$ cat src/rtl/regfile_wr_arb_pkg.sv
// Shared register-file geometry and the write-arbiter state encoding.
// Imported by the arbiter interface, the grant search and the top level.
package regfile_pkg;

  localparam int AW    = 5;
  localparam int DW    = 64;
  localparam int DEPTH = 32;

  typedef logic [0:0] state_t;
  localparam state_t ARB   = 1'b0;
  localparam state_t CLEAR = 1'b1;

  // Successor of requester g in an n-entry ring.
  function automatic int rr_next(input int g, input int n);
    return (g + 1 >= n) ? 0 : g + 1;
  endfunction

endpackage

$ cat src/rtl/regfile_wr_arb_if.sv
// Bundle of requester handshakes, clear control and the register-file write port.
// master = requesters/controller side, slave = the arbiter.
interface regfile_wr_arb_if
  import regfile_pkg::*;
#(
  parameter int NREQ = 3
);

  logic [NREQ-1:0]    req_valid;
  logic [NREQ*AW-1:0] req_addr;
  logic [NREQ*DW-1:0] req_data;
  logic [NREQ-1:0]    req_ready;
  logic               clr_start;
  logic               clr_busy;
  logic               clr_done;
  logic [AW-1:0]      waddr;
  logic [DW-1:0]      wdata;
  logic               wena;

  modport master (
    output req_valid, req_addr, req_data, clr_start,
    input  req_ready, clr_busy, clr_done, waddr, wdata, wena
  );

  modport slave (
    input  req_valid, req_addr, req_data, clr_start,
    output req_ready, clr_busy, clr_done, waddr, wdata, wena
  );

endinterface

$ cat src/rtl/regfile_wr_arb_rr_arbiter.sv
// Single-winner grant search over req_i, starting at ptr_i (or at 0 when
// fixed_pri_sel_i is set) and wrapping modulo NREQ.
module rr_arbiter #(
  parameter int NREQ = 3,
  parameter int IW   = $clog2(NREQ)
) (
  input  logic [NREQ-1:0] req_i,
  input  logic [IW-1:0]   ptr_i,
  input  logic            fixed_pri_sel_i,
  output logic [NREQ-1:0] grant_o,
  output logic [IW-1:0]   grant_idx_o
);

  always_comb begin : search
    int   start;
    int   idx;
    logic found;
    // NOTE: combinational blocks use blocking '=' so later lines see the
    // updated value within the same evaluation; flops use '<=' instead.
    grant_o     = '0;
    grant_idx_o = '0;
    found       = 1'b0;
    start       = fixed_pri_sel_i ? 0 : int'(ptr_i);
    idx         = 0;
    for (int k = 0; k < NREQ; k++) begin
      idx = start + k;
      if (idx >= NREQ) idx = idx - NREQ;
      if (!found && req_i[idx]) begin
        found        = 1'b1;
        grant_o[idx] = 1'b1;
        grant_idx_o  = IW'(idx);
      end
    end
  end

endmodule

$ cat src/rtl/regfile_wr_arb.sv
// Shares the register-file write port among NREQ requesters and runs a clear sweep.
// Define REGFILE_ARB_FIXED_PRI_EN for lowest-index-wins priority instead of round-robin.
module regfile_wr_arb
  import regfile_pkg::*;
#(
  parameter int NREQ = 3
) (
  input  logic             clk,
  input  logic             rst,
  regfile_wr_arb_if.slave  bus
);

  localparam int IW = $clog2(NREQ);

  state_t        state_q, state_d;
  logic [AW-1:0] clr_cnt_q, clr_cnt_d;
  logic          wena_q, wena_d;
  logic [AW-1:0] waddr_q, waddr_d;
  logic [DW-1:0] wdata_q, wdata_d;
  logic          clr_busy_q, clr_busy_d;
  logic          clr_done_q, clr_done_d;

  logic [NREQ-1:0] arb_req;
  logic [NREQ-1:0] grant;
  logic [IW-1:0]   grant_idx;
  logic [IW-1:0]   arb_ptr;
  logic            fixed_pri_sel;
  logic            xfer;

  // A pending clear or a running sweep owns the port, so nobody is offered ready.
  assign arb_req = (state_q == ARB && !bus.clr_start) ? bus.req_valid : '0;
  assign xfer    = |grant;

  rr_arbiter #(
    .NREQ (NREQ),
    .IW   (IW)
  ) u_rr_arbiter (
    .req_i           (arb_req),
    .ptr_i           (arb_ptr),
    .fixed_pri_sel_i (fixed_pri_sel),
    .grant_o         (grant),
    .grant_idx_o     (grant_idx)
  );

`ifdef REGFILE_ARB_FIXED_PRI_EN
  assign fixed_pri_sel = 1'b1;
  assign arb_ptr       = '0;
`else
  logic [IW-1:0] rr_ptr_q, rr_ptr_d;

  assign fixed_pri_sel = 1'b0;
  assign arb_ptr       = rr_ptr_q;

  always_comb begin
    rr_ptr_d = rr_ptr_q;
    if (xfer) rr_ptr_d = IW'(rr_next(int'(grant_idx), NREQ));
  end

  always_ff @(posedge clk) begin
    if (rst) rr_ptr_q <= '0;
    else     rr_ptr_q <= rr_ptr_d;
  end
`endif

  always_comb begin
    // NOTE: every signal gets a default before the case so no path leaves it
    // unassigned; an unassigned path would infer a latch.
    state_d    = state_q;
    clr_cnt_d  = clr_cnt_q;
    wena_d     = 1'b0;
    waddr_d    = waddr_q;
    wdata_d    = wdata_q;
    clr_busy_d = 1'b0;
    clr_done_d = 1'b0;
    case (state_q)
      ARB: begin
        if (bus.clr_start) begin
          // Address 0 is written on this edge; the counter then points at 1.
          state_d    = CLEAR;
          wena_d     = 1'b1;
          waddr_d    = '0;
          wdata_d    = '0;
          clr_cnt_d  = AW'(1);
          clr_busy_d = 1'b1;
        end else if (xfer) begin
          wena_d  = 1'b1;
          waddr_d = bus.req_addr[int'(grant_idx)*AW +: AW];
          wdata_d = bus.req_data[int'(grant_idx)*DW +: DW];
        end
      end
      CLEAR: begin
        wena_d     = 1'b1;
        waddr_d    = clr_cnt_q;
        wdata_d    = '0;
        clr_busy_d = 1'b1;
        clr_cnt_d  = clr_cnt_q + AW'(1);
        if (clr_cnt_q == AW'(DEPTH - 1)) begin
          clr_done_d = 1'b1;
          state_d    = ARB;
        end
      end
      default: state_d = ARB;
    endcase
  end

  always_ff @(posedge clk) begin
    // NOTE: flops use non-blocking '<=' so all registers update together
    // from the values present before the edge.
    if (rst) begin
      state_q    <= ARB;
      clr_cnt_q  <= '0;
      wena_q     <= 1'b0;
      waddr_q    <= '0;
      wdata_q    <= '0;
      clr_busy_q <= 1'b0;
      clr_done_q <= 1'b0;
    end else begin
      state_q    <= state_d;
      clr_cnt_q  <= clr_cnt_d;
      wena_q     <= wena_d;
      waddr_q    <= waddr_d;
      wdata_q    <= wdata_d;
      clr_busy_q <= clr_busy_d;
      clr_done_q <= clr_done_d;
    end
  end

  assign bus.req_ready = grant;
  assign bus.wena      = wena_q;
  assign bus.waddr     = waddr_q;
  assign bus.wdata     = wdata_q;
  assign bus.clr_busy  = clr_busy_q;
  assign bus.clr_done  = clr_done_q;

endmodule

$ cat src/flat_wrapper.sv
// flat-port wrapper written by rule: the top's interface ports become plain ports
module regfile_wr_arb_flat import regfile_pkg::*;
#(
  parameter int NREQ = 3
)
  (clk, rst, bus_req_valid, bus_req_addr, bus_req_data, bus_clr_start, bus_req_ready, bus_clr_busy, bus_clr_done, bus_waddr, bus_wdata, bus_wena);
  regfile_wr_arb_if #(.NREQ(NREQ)) bus_i ();
  input  logic clk;
  input  logic rst;
  input wire logic [$bits(bus_i.req_valid)-1:0] bus_req_valid;
  input wire logic [$bits(bus_i.req_addr)-1:0] bus_req_addr;
  input wire logic [$bits(bus_i.req_data)-1:0] bus_req_data;
  input wire logic [$bits(bus_i.clr_start)-1:0] bus_clr_start;
  output wire logic [$bits(bus_i.req_ready)-1:0] bus_req_ready;
  output wire logic [$bits(bus_i.clr_busy)-1:0] bus_clr_busy;
  output wire logic [$bits(bus_i.clr_done)-1:0] bus_clr_done;
  output wire logic [$bits(bus_i.waddr)-1:0] bus_waddr;
  output wire logic [$bits(bus_i.wdata)-1:0] bus_wdata;
  output wire logic [$bits(bus_i.wena)-1:0] bus_wena;
  assign bus_i.req_valid = bus_req_valid;
  assign bus_i.req_addr = bus_req_addr;
  assign bus_i.req_data = bus_req_data;
  assign bus_i.clr_start = bus_clr_start;
  assign bus_req_ready = bus_i.req_ready;
  assign bus_clr_busy = bus_i.clr_busy;
  assign bus_clr_done = bus_i.clr_done;
  assign bus_waddr = bus_i.waddr;
  assign bus_wdata = bus_i.wdata;
  assign bus_wena = bus_i.wena;
  regfile_wr_arb #(.NREQ(NREQ)) u_core (.clk(clk), .rst(rst), .bus(bus_i));
endmodule
$ cat config.mk
export PLATFORM = sky130hd
export DESIGN_NAME = regfile_wr_arb_flat
export DESIGN_NICKNAME = d
export VERILOG_FILES = /design/src/rtl/regfile_wr_arb_pkg.sv /design/src/rtl/regfile_wr_arb_if.sv /design/src/rtl/regfile_wr_arb_rr_arbiter.sv /design/src/rtl/regfile_wr_arb.sv /design/src/flat_wrapper.sv
export SDC_FILE = /design/constraint.sdc
export NUM_CORES = 1
export LEC_CHECK = 0
export BUFFER_PORTS_ARGS = -buffer_cell sky130_fd_sc_hd__buf_2
export CAP_MARGIN = 10
export CORE_AREA = 2 2 111 113
export CTS_BUF_LIST = sky130_fd_sc_hd__clkbuf_16
export CTS_CLUSTER_DIAMETER = 100
export DETAILED_ROUTE_END_ITERATION = 6
export DIE_AREA = 0 0 113 115
export PLACE_DENSITY = 0.74
export SLEW_MARGIN = 20
export SYNTH_ARGS = -nofsm -noshare
export SYNTH_HDL_FRONTEND = slang
export SYNTH_SLANG_ARGS = --single-unit
$ cat constraint.sdc
create_clock -name clk -period 2.8 [get_ports clk]
set_clock_uncertainty 0.15 [all_clocks]
set_input_delay 0.28 -clock clk [delete_from_list [all_inputs] [get_ports clk]]
set_output_delay 0.28 -clock clk [all_outputs]
set_load 0.02 [all_outputs]
==> impl_metrics.json, run 1 <==
{
  "dieHeight_um": 115,
  "cts_buffer_depth": 2,
  "grt_overflow": 0,
  "rsz0062_at_grt": "yes",
  "end_kind": "flip-flop",
  "slowest_stage": "a311o_4",
  "fill_cells": 1042,
  "cp-start-kind": "flip-flop",
  "yosysTopAreaCell": "dfxtp_1",
  "port_buffers": 287,
  "avgSynthCellArea_um2": 10.49,
  "violations": "design-rule violations",
  "fmax_mhz": 359.3,
  "synth.distinct_cells": 51,
  "area.growth.synth_to_final_pct": 48.30,
  "cp_common_cell": "buf_6",
  "maxSlewViolCount": 0,
  "synth_common_cells": "80 x dfxtp_1, 77 x a21oi_1, 64 x a22o_1",
  "synthArstFlopShare_pct": 0,
  "fin_crit_sh_pct": 99.40,
  "synth_edf_count": 0,
  "path_cells": "inv_1 -> ha_4 -> buf_4 -> nand3b_1 -> a21boi_4 -> o22ai_2 -> a311o_4 -> nor4_4 -> buf_6 -> buf_6 -> clkbuf_16 -> o2bb2ai_2",
  "first_iter_violations": 206,
  "synth.ff_latch_count": 80,
  "grt_pass1_vias": 4574,
  "finalWirelength_um": 14980,
  "drc_errors": 15,
  "critPathMaxStageDelay_ns": 0.45,
  "diodes": 0,
  "tightest_slew_ns": 0.5162,
  "syn_nets": 647,
  "place_hpwl_um": 10950,
  "fin_hold_ws_ns": 0.05537,
  "clk_latency_ns": 0.33,
  "postSynthCellCount": 428,
  "synth.area.top_cells": "dfxtp_1 36%, o2bb2ai_2 20%, a22o_1 12%",
  "wl_per_cell_um": 17.30,
  "p_per_area_mw_per_mm2": 547.6,
  "cap_violations": 0,
  "cts.sinks": 80,
  "ir_worst_vdd_uv": 362.1,
  "place_area_mm2": 0.006135,
  "crit_fanout": 10,
  "initial_core_util_pct": 38.03,
  "nNetsFinal": 933,
  "fin_crit_ns": 2.783,
  "synth_most_common_cell": "dfxtp_1",
  "ctsHoldBuffers": 0,
  "antenna_found_initial": 0,
  "relSlewSlack_pct": 65.11,
  "io_pins": 288,
  "setup_viol": 0,
  "grt_max_degree": 48,
  "cp.arrival_ns": 2.90,
  "drive_gt1_share_pct": 58.14,
  "cts_tree": "yes",
  "core_area_mm2": 0.01181,
  "hold_path_class": "primary input to flip-flop",
  "grt_usage_pct": 21.16,
  "yosysSeqAreaShare_pct": 35.65,
  "ys.flop_type": "dfxtp_1",
  "row_count": 40,
  "synth_top_area_share_pct": 35.65,
  "vias_per_cell": 5.508,
  "hold_viol": 0,
  "cts_root_buffer": "clkbuf_16",
  "cts-buffers-inserted": 9,
  "power_leakage_nw": 3.199,
  "dieArea_mm2": 0.01300,
  "cts.htree.levels": 3,
  "critPathKind": "flip-flop to flip-flop",
  "drtAntennaViolNets": 0,
  "num_vias": 4770,
  "grt_pass1_wl_um": 22110,
  "die_w_um": 113,
  "globalplace.congestion": 0.9029,
  "final_cell_area_mm2": 0.006661,
  "status": "finished with violations",
  "synth_warnings": 0,
  "worstPathRequired_ns": 2.92,
  "power_mw": 3.648,
  "clk_pin_slew_ns": 0.06,
  "syn_area_mm2": 0.004492,
  "firstDrtPassIters": 7
}
[final timing paths]
path	start	endpoint	slack (ns)	depth (start not counted)
setup / recovery	u_core.arb_ptr[0]	u_core.bus.wdata[0]	0.02	12
hold / removal	bus_req_data[8]	u_core.bus.wdata[8]	0.06	3
hold reg to reg	u_core.bus.wdata[20]	u_core.bus.wdata[20]	0.31	1
setup reg to reg	u_core.arb_ptr[0]	u_core.bus.wdata[0]	0.02	12
[area by class of cell]
cell class / instances / area [µm²] / share of cell area [%]
sequential: 80 / 1607 / 24.12
clock buffer: 9 / 225.2 / 3.381
multi-input combinational: 293 / 2689 / 40.36
tap: 147 / 183.9 / 2.761
inverter: 12 / 45.04 / 0.6762
timing repair buffer: 318 / 1800 / 27.03
clock inverter: 7 / 111.4 / 1.672
[sequential cells by signal (all words and copies together) (netlist names)]
signal and flops:
u_core.bus.wdata 64, u_core.bus.clr_busy 1, u_core.bus.clr_done 1, u_core.state_q 1
u_core.arb_ptr 2, u_core.clr_cnt_q 5, u_core.bus.waddr 5, u_core.bus.wena 1
[stage by stage]
stage                     setup TNS, ns  cells  setup WS [ns]  utilization, %
final                                 0    866        0.01675           56.40
after global routing            -0.5371    866       -0.04170           56.40
after CTS                             0    861       0.003111           55.40
after detailed placement       -0.05110    840       -0.01890           51.94
after global placement                0    840        0.08795           51.94
after floorplan                       0    428        0.06756               -
[cell families after synthesis]
| logic type | Yosys count | synth area share [%] |
|---|---|---|
| simple gates | 37 | 4.903 |
| xor+xnor | 1 | 0.1950 |
| mux | 3 | 1.058 |
| flops | 80 | 35.65 |
| fa+ha+maj | 7 | 1.894 |
| buf+inv | 55 | 6.936 |
| compound gates | 245 | 49.36 |
[repair_timing]
item | CTS | global route
setup endpoints to repair | 31 | 70
buffers inserted | 5 | 3
pin swaps | 3 | 4
cloned | 0 | 2
hold endpoints to repair | 0 | 0
gates resized for setup | 9 | 15
[critical path, delay by kind of cell (launching register included)]
family,cells,cell delay (ns)
compound gates,4,0.92
buf+inv,5,0.71
simple gates,2,0.43
flops,1,0.35
fa+ha+maj,1,0.17
[power breakdown]
group | switching [mW] | internal (mW) | leakage [nW]
Sequential | 0.0689 | 1.23 | 0.654
Clock | 0.466 | 0.865 | 0.168
Combinational | 0.563 | 0.452 | 2.38
[layer usage]
layer	GRT usage (%)	share of wire [%]	vias to the layer above
met5	0	0	-
met4	8.699	2.4	0
met3	4.164	7.0	29
met2	38.44	51	211
met1	24.39	39	2255
li1	-	-	2275
[cells in the final DEF, fill, tap and decap left out, types with 4 or more instances in the layout]
cell type  synthesis  final
o21ai_0            7      6
inv_1             11     10
clkbuf_16          0     11
buf_4              1     19
o2bb2ai_2         60     60
nand3_1            4      4
buf_6             13      5
buf_2              3    286
a22o_1            64     64
nand2_1            7      7
dfxtp_1           80     78
buf_12             0      6
nor2_1             9      8
a222oi_1           5      5
a21oi_1           77     75
o2bb2ai_1          4      4
ha_1               6      4
o211a_1            5      5
o221ai_1           5      5
(Power assumes the default switching activity.)
==> inputs of run 2 (changes only) <==
--- a/config.mk
+++ b/config.mk
@@ -7,12 +7,12 @@
 export LEC_CHECK = 0
 export BUFFER_PORTS_ARGS = -buffer_cell sky130_fd_sc_hd__buf_2
 export CAP_MARGIN = 10
-export CORE_AREA = 2 2 111 113
-export CTS_BUF_LIST = sky130_fd_sc_hd__clkbuf_16
+export CORE_AREA = 2 2 113 115
+export CTS_BUF_LIST = sky130_fd_sc_hd__clkbuf_2
 export CTS_CLUSTER_DIAMETER = 100
 export DETAILED_ROUTE_END_ITERATION = 6
-export DIE_AREA = 0 0 113 115
-export PLACE_DENSITY = 0.74
+export DIE_AREA = 0 0 115 117
+export PLACE_DENSITY = 0.72
 export SLEW_MARGIN = 20
 export SYNTH_ARGS = -nofsm -noshare
 export SYNTH_HDL_FRONTEND = slang
==> run 2 against run 1 <==
Net effect:
- the flow now stops in 4_1_cts
- synthesized cell count unchanged
- area after synthesis did not move
==> impl_metrics.json, run 2 <==
{
  "status": "aborted with a tool error",
  "failed_stage": "4_1_cts",
  "error": "[ERROR RSZ-0060] Max buffer count reached.",
  "synthArstFlopShare_pct": 0,
  "yosysSeqAreaShare_pct": 35.65,
  "cts_root_buffer": "clkbuf_2",
  "synth.distinct_cells": 51,
  "die_w_um": 115,
  "initial_core_util_pct": 36.48,
  "postSynthCellCount": 428,
  "synth_common_cells": "80 x dfxtp_1, 77 x a21oi_1, 64 x a22o_1",
  "ctsHoldBuffers": 174,
  "io_pins": 288,
  "cts-buffers-inserted": 9,
  "synth.ff_latch_count": 80,
  "cts_setup_buffers": 10,
  "dieHeight_um": 117,
  "ys.flop_type": "dfxtp_1",
  "port_buffers": 287,
  "cts.sinks": 80,
  "globalplace.congestion": 0.8354,
  "avgSynthCellArea_um2": 10.49,
  "synth.area.top_cells": "dfxtp_1 36%, o2bb2ai_2 20%, a22o_1 12%",
  "synth_warnings": 0,
  "synth_top_area_share_pct": 35.65,
  "cts_buffer_depth": 2,
  "cts.htree.levels": 3,
  "syn_area_mm2": 0.004492,
  "synth_most_common_cell": "dfxtp_1",
  "cts_resized": 23,
  "place_hpwl_um": 10830,
  "yosysTopAreaCell": "dfxtp_1",
  "synth_edf_count": 0,
  "row_count": 41,
  "syn_nets": 647
}
==> run 2: cell counts after synthesis <==
Identical to the previous run, type by type.
==> run 2: cell families after synthesis <==
| logic type | share of synthesized area [%] |
|---|---|
| AO/OA/AOI/OAI | 49.36 |
| flip-flops | 35.65 |
| buffers and inverters | 6.936 |
| AND/OR/NAND/NOR | 4.903 |
| adder cells (fa/ha/maj) | 1.894 |
| multiplexers | 1.058 |
| XOR/XNOR | 0.1950 |
==> run 2: per-stage QoR <==
stage	setup TNS, ns	setup slack (ns)	util, %	cell area [µm²]	cells
floorplan	0	0.06756	-	4498	428
global placement	0	0.04225	49.53	6098	841
detailed placement	-4.815	-0.1273	49.53	6098	841
==> inputs of run 3 (changes only) <==
--- a/config.mk
+++ b/config.mk
@@ -7,12 +7,9 @@
 export LEC_CHECK = 0
 export BUFFER_PORTS_ARGS = -buffer_cell sky130_fd_sc_hd__buf_2
 export CAP_MARGIN = 10
-export CORE_AREA = 2 2 113 115
-export CTS_BUF_LIST = sky130_fd_sc_hd__clkbuf_2
-export CTS_CLUSTER_DIAMETER = 100
+export CORE_UTILIZATION = 30
 export DETAILED_ROUTE_END_ITERATION = 6
-export DIE_AREA = 0 0 115 117
-export PLACE_DENSITY = 0.72
+export PLACE_DENSITY_LB_ADDON = 0.15
 export SLEW_MARGIN = 20
 export SYNTH_ARGS = -nofsm -noshare
 export SYNTH_HDL_FRONTEND = slang
==> constraint.sdc (replaced) <==
create_clock -name clk -period 3.64 [get_ports clk]
set_clock_uncertainty 0.15 [all_clocks]
set_input_delay 0.364 -clock clk [delete_from_list [all_inputs] [get_ports clk]]
set_output_delay 0.364 -clock clk [all_outputs]
set_load 0.02 [all_outputs]
==> run 3 against run 2 <==
Net effect:
- the flow now finishes without violations
==> impl_metrics.json, run 3 (synthesis results as in run 1) <==
{
  "status": "complete, no violations",
  "crit_start": "u_core.arb_ptr[0]",
  "p_switching_mw": 0.8092,
  "wl_per_cell_um": 15.75,
  "grt_usage_pct": 18.07,
  "cts_setup_buffers": 0,
  "die_w_um": 124.4,
  "place_worst_setup_slack_ns": 0.5057,
  "switching_share_pct": 32.33,
  "dieArea_mm2": 0.01547,
  "ir_worst_vdd_uv": 175.2,
  "cap_violations": 0,
  "end_kind": "output pin",
  "antenna_found_initial": 0,
  "tightest_slew_ns": 0.7407,
  "io_pins": 288,
  "grt_overflow": 0,
  "cts_resized": 0,
  "relSlewSlack_pct": 50.28,
  "grt_pass1_vias": 4423,
  "fin_setup_tns_ns": 0,
  "crit_fanout": 11,
  "cts_buffer_depth": 2,
  "fmax_mhz": 304.4,
  "initial_core_util_pct": 30.79,
  "path_cells": "inv_1 -> ha_1 -> or4bb_1 -> o22ai_1 -> o21ai_0 -> a221o_2 -> inv_2 -> buf_2",
  "critPathMaxStageDelay_ns": 0.53,
  "r2r-start": "u_core.arb_ptr[0]",
  "cts.sinks": 80,
  "critPathKind": "flip-flop to output pin",
  "hold_viol": 0,
  "grt_pass1_wl_um": 22340,
  "cts-buffers-inserted": 9,
  "nNetsFinal": 912,
  "power_leakage_nw": 2.989,
  "fin_hold_ws_ns": 0.1272,
  "drtAntennaViolNets": 0,
  "slowest_stage": "or4bb_1",
  "fin_crit_ns": 3.285,
  "hold_path_class": "primary input to flip-flop",
  "clk_pin_slew_ns": 0.06,
  "final_cell_mix": "287 x buf_2, 80 x dfxtp_1, 75 x a21oi_1, 64 x a22o_1, 60 x o2bb2ai_2",
  "p_seq_share_pct": 40.0,
  "final_cell_area_mm2": 0.006280,
  "first_iter_violations": 232,
  "cp-start-kind": "flip-flop",
  "drive_gt1_share_pct": 55.09,
  "power_mw": 2.503,
  "area.growth.synth_to_final_pct": 39.80,
  "final_common_cell": "buf_2",
  "finalWirelength_um": 13870,
  "clk_latency_ns": 0.34,
  "p_per_area_mw_per_mm2": 398.6,
  "finalWorstSetupSlack_ns": 0.3549,
  "vias_per_cell": 5.161,
  "firstDrtPassIters": 5,
  "place_area_mm2": 0.006017,
  "num_vias": 4547,
  "cp.arrival_ns": 2.77,
  "cts.htree.levels": 3,
  "ctsHoldBuffers": 0,
  "p_int_mw": 1.694,
  "power_frac_clock_pct": 32.3,
  "cts_root_buffer": "clkbuf_16",
  "drc_errors": 0,
  "pwr-share-comb_pct": 27.7,
  "grt_max_degree": 65,
  "diodes": 0,
  "rsz0062_at_grt": "no",
  "port_buffers": 287,
  "globalplace.congestion": 0.8285,
  "worstPathRequired_ns": 3.13,
  "row_count": 44,
  "cts_tree": "yes",
  "hp-start": "bus_req_data[54]",
  "fin_crit_sh_pct": 90.25,
  "dieHeight_um": 124.4,
  "maxSlewViolCount": 0,
  "setup_viol": 0,
  "core_area_mm2": 0.01459,
  "largest_reg_flops": 64,
  "place_hpwl_um": 10500
}
-- run 3: routing by layer --
metal  part of all wire, %  up-vias  wire (µm)  GRT usage [%]
li1                      -     2241          -              -
met1                    42     2077       5882          21.28
met2                    49      207       6742          31.00
met3                   6.7       22        926          4.124
met4                   2.3        0        323          8.221
met5                     0        -          0              0
-- run 3: through the flow --
stage,cells,util [%]
finish,881,43.04
global route,881,43.04
CTS,881,43.04
detailed placement,866,41.24
global placement,866,41.24
floorplan,428,-
-- run 3: layout make-up --
class | instances | area [µm²]
timing repair buffer | 297 | 1524
multi-input combinational | 293 | 2616
sequential | 80 | 1602
inverter | 12 | 45.04
tap | 184 | 230.2
clock inverter | 5 | 33.78
clock buffer | 10 | 229.0
fill | 1433 | 8309
-- run 3: worst paths after layout --
| check | end | cells after the start | slack (ns) |
|---|---|---|---|
| hold / removal | u_core.bus.wdata[54] | 3 | 0.13 |
| setup reg to reg | u_core.bus.wdata[20] | 9 | 0.47 |
| hold reg to reg | u_core.bus.wdata[19] | 1 | 0.31 |
| setup / recovery | bus_req_ready[0] | 8 | 0.35 |
-- run 3: power by group through the flow --
stage                     sequential (mW)  clock [mW]  combinational, mW
after floorplan                      1.09           0              0.368
after global placement               1.02           0              0.690
after detailed placement             1.02           0              0.701
after CTS                            1.00       0.848              0.701
after global routing                 1.01       0.885              0.755
final                                1.00       0.810              0.692
-- run 3: worst max-delay path, delay by kind of cell, from the launching register on --
kind	cells	cell delay, ns
AOI/OAI and AO/OA	3	0.76
adders and majority gates	1	0.32
and+or+nand+nor	1	0.53
DFF	1	0.38
buffers and inverters	3	0.45
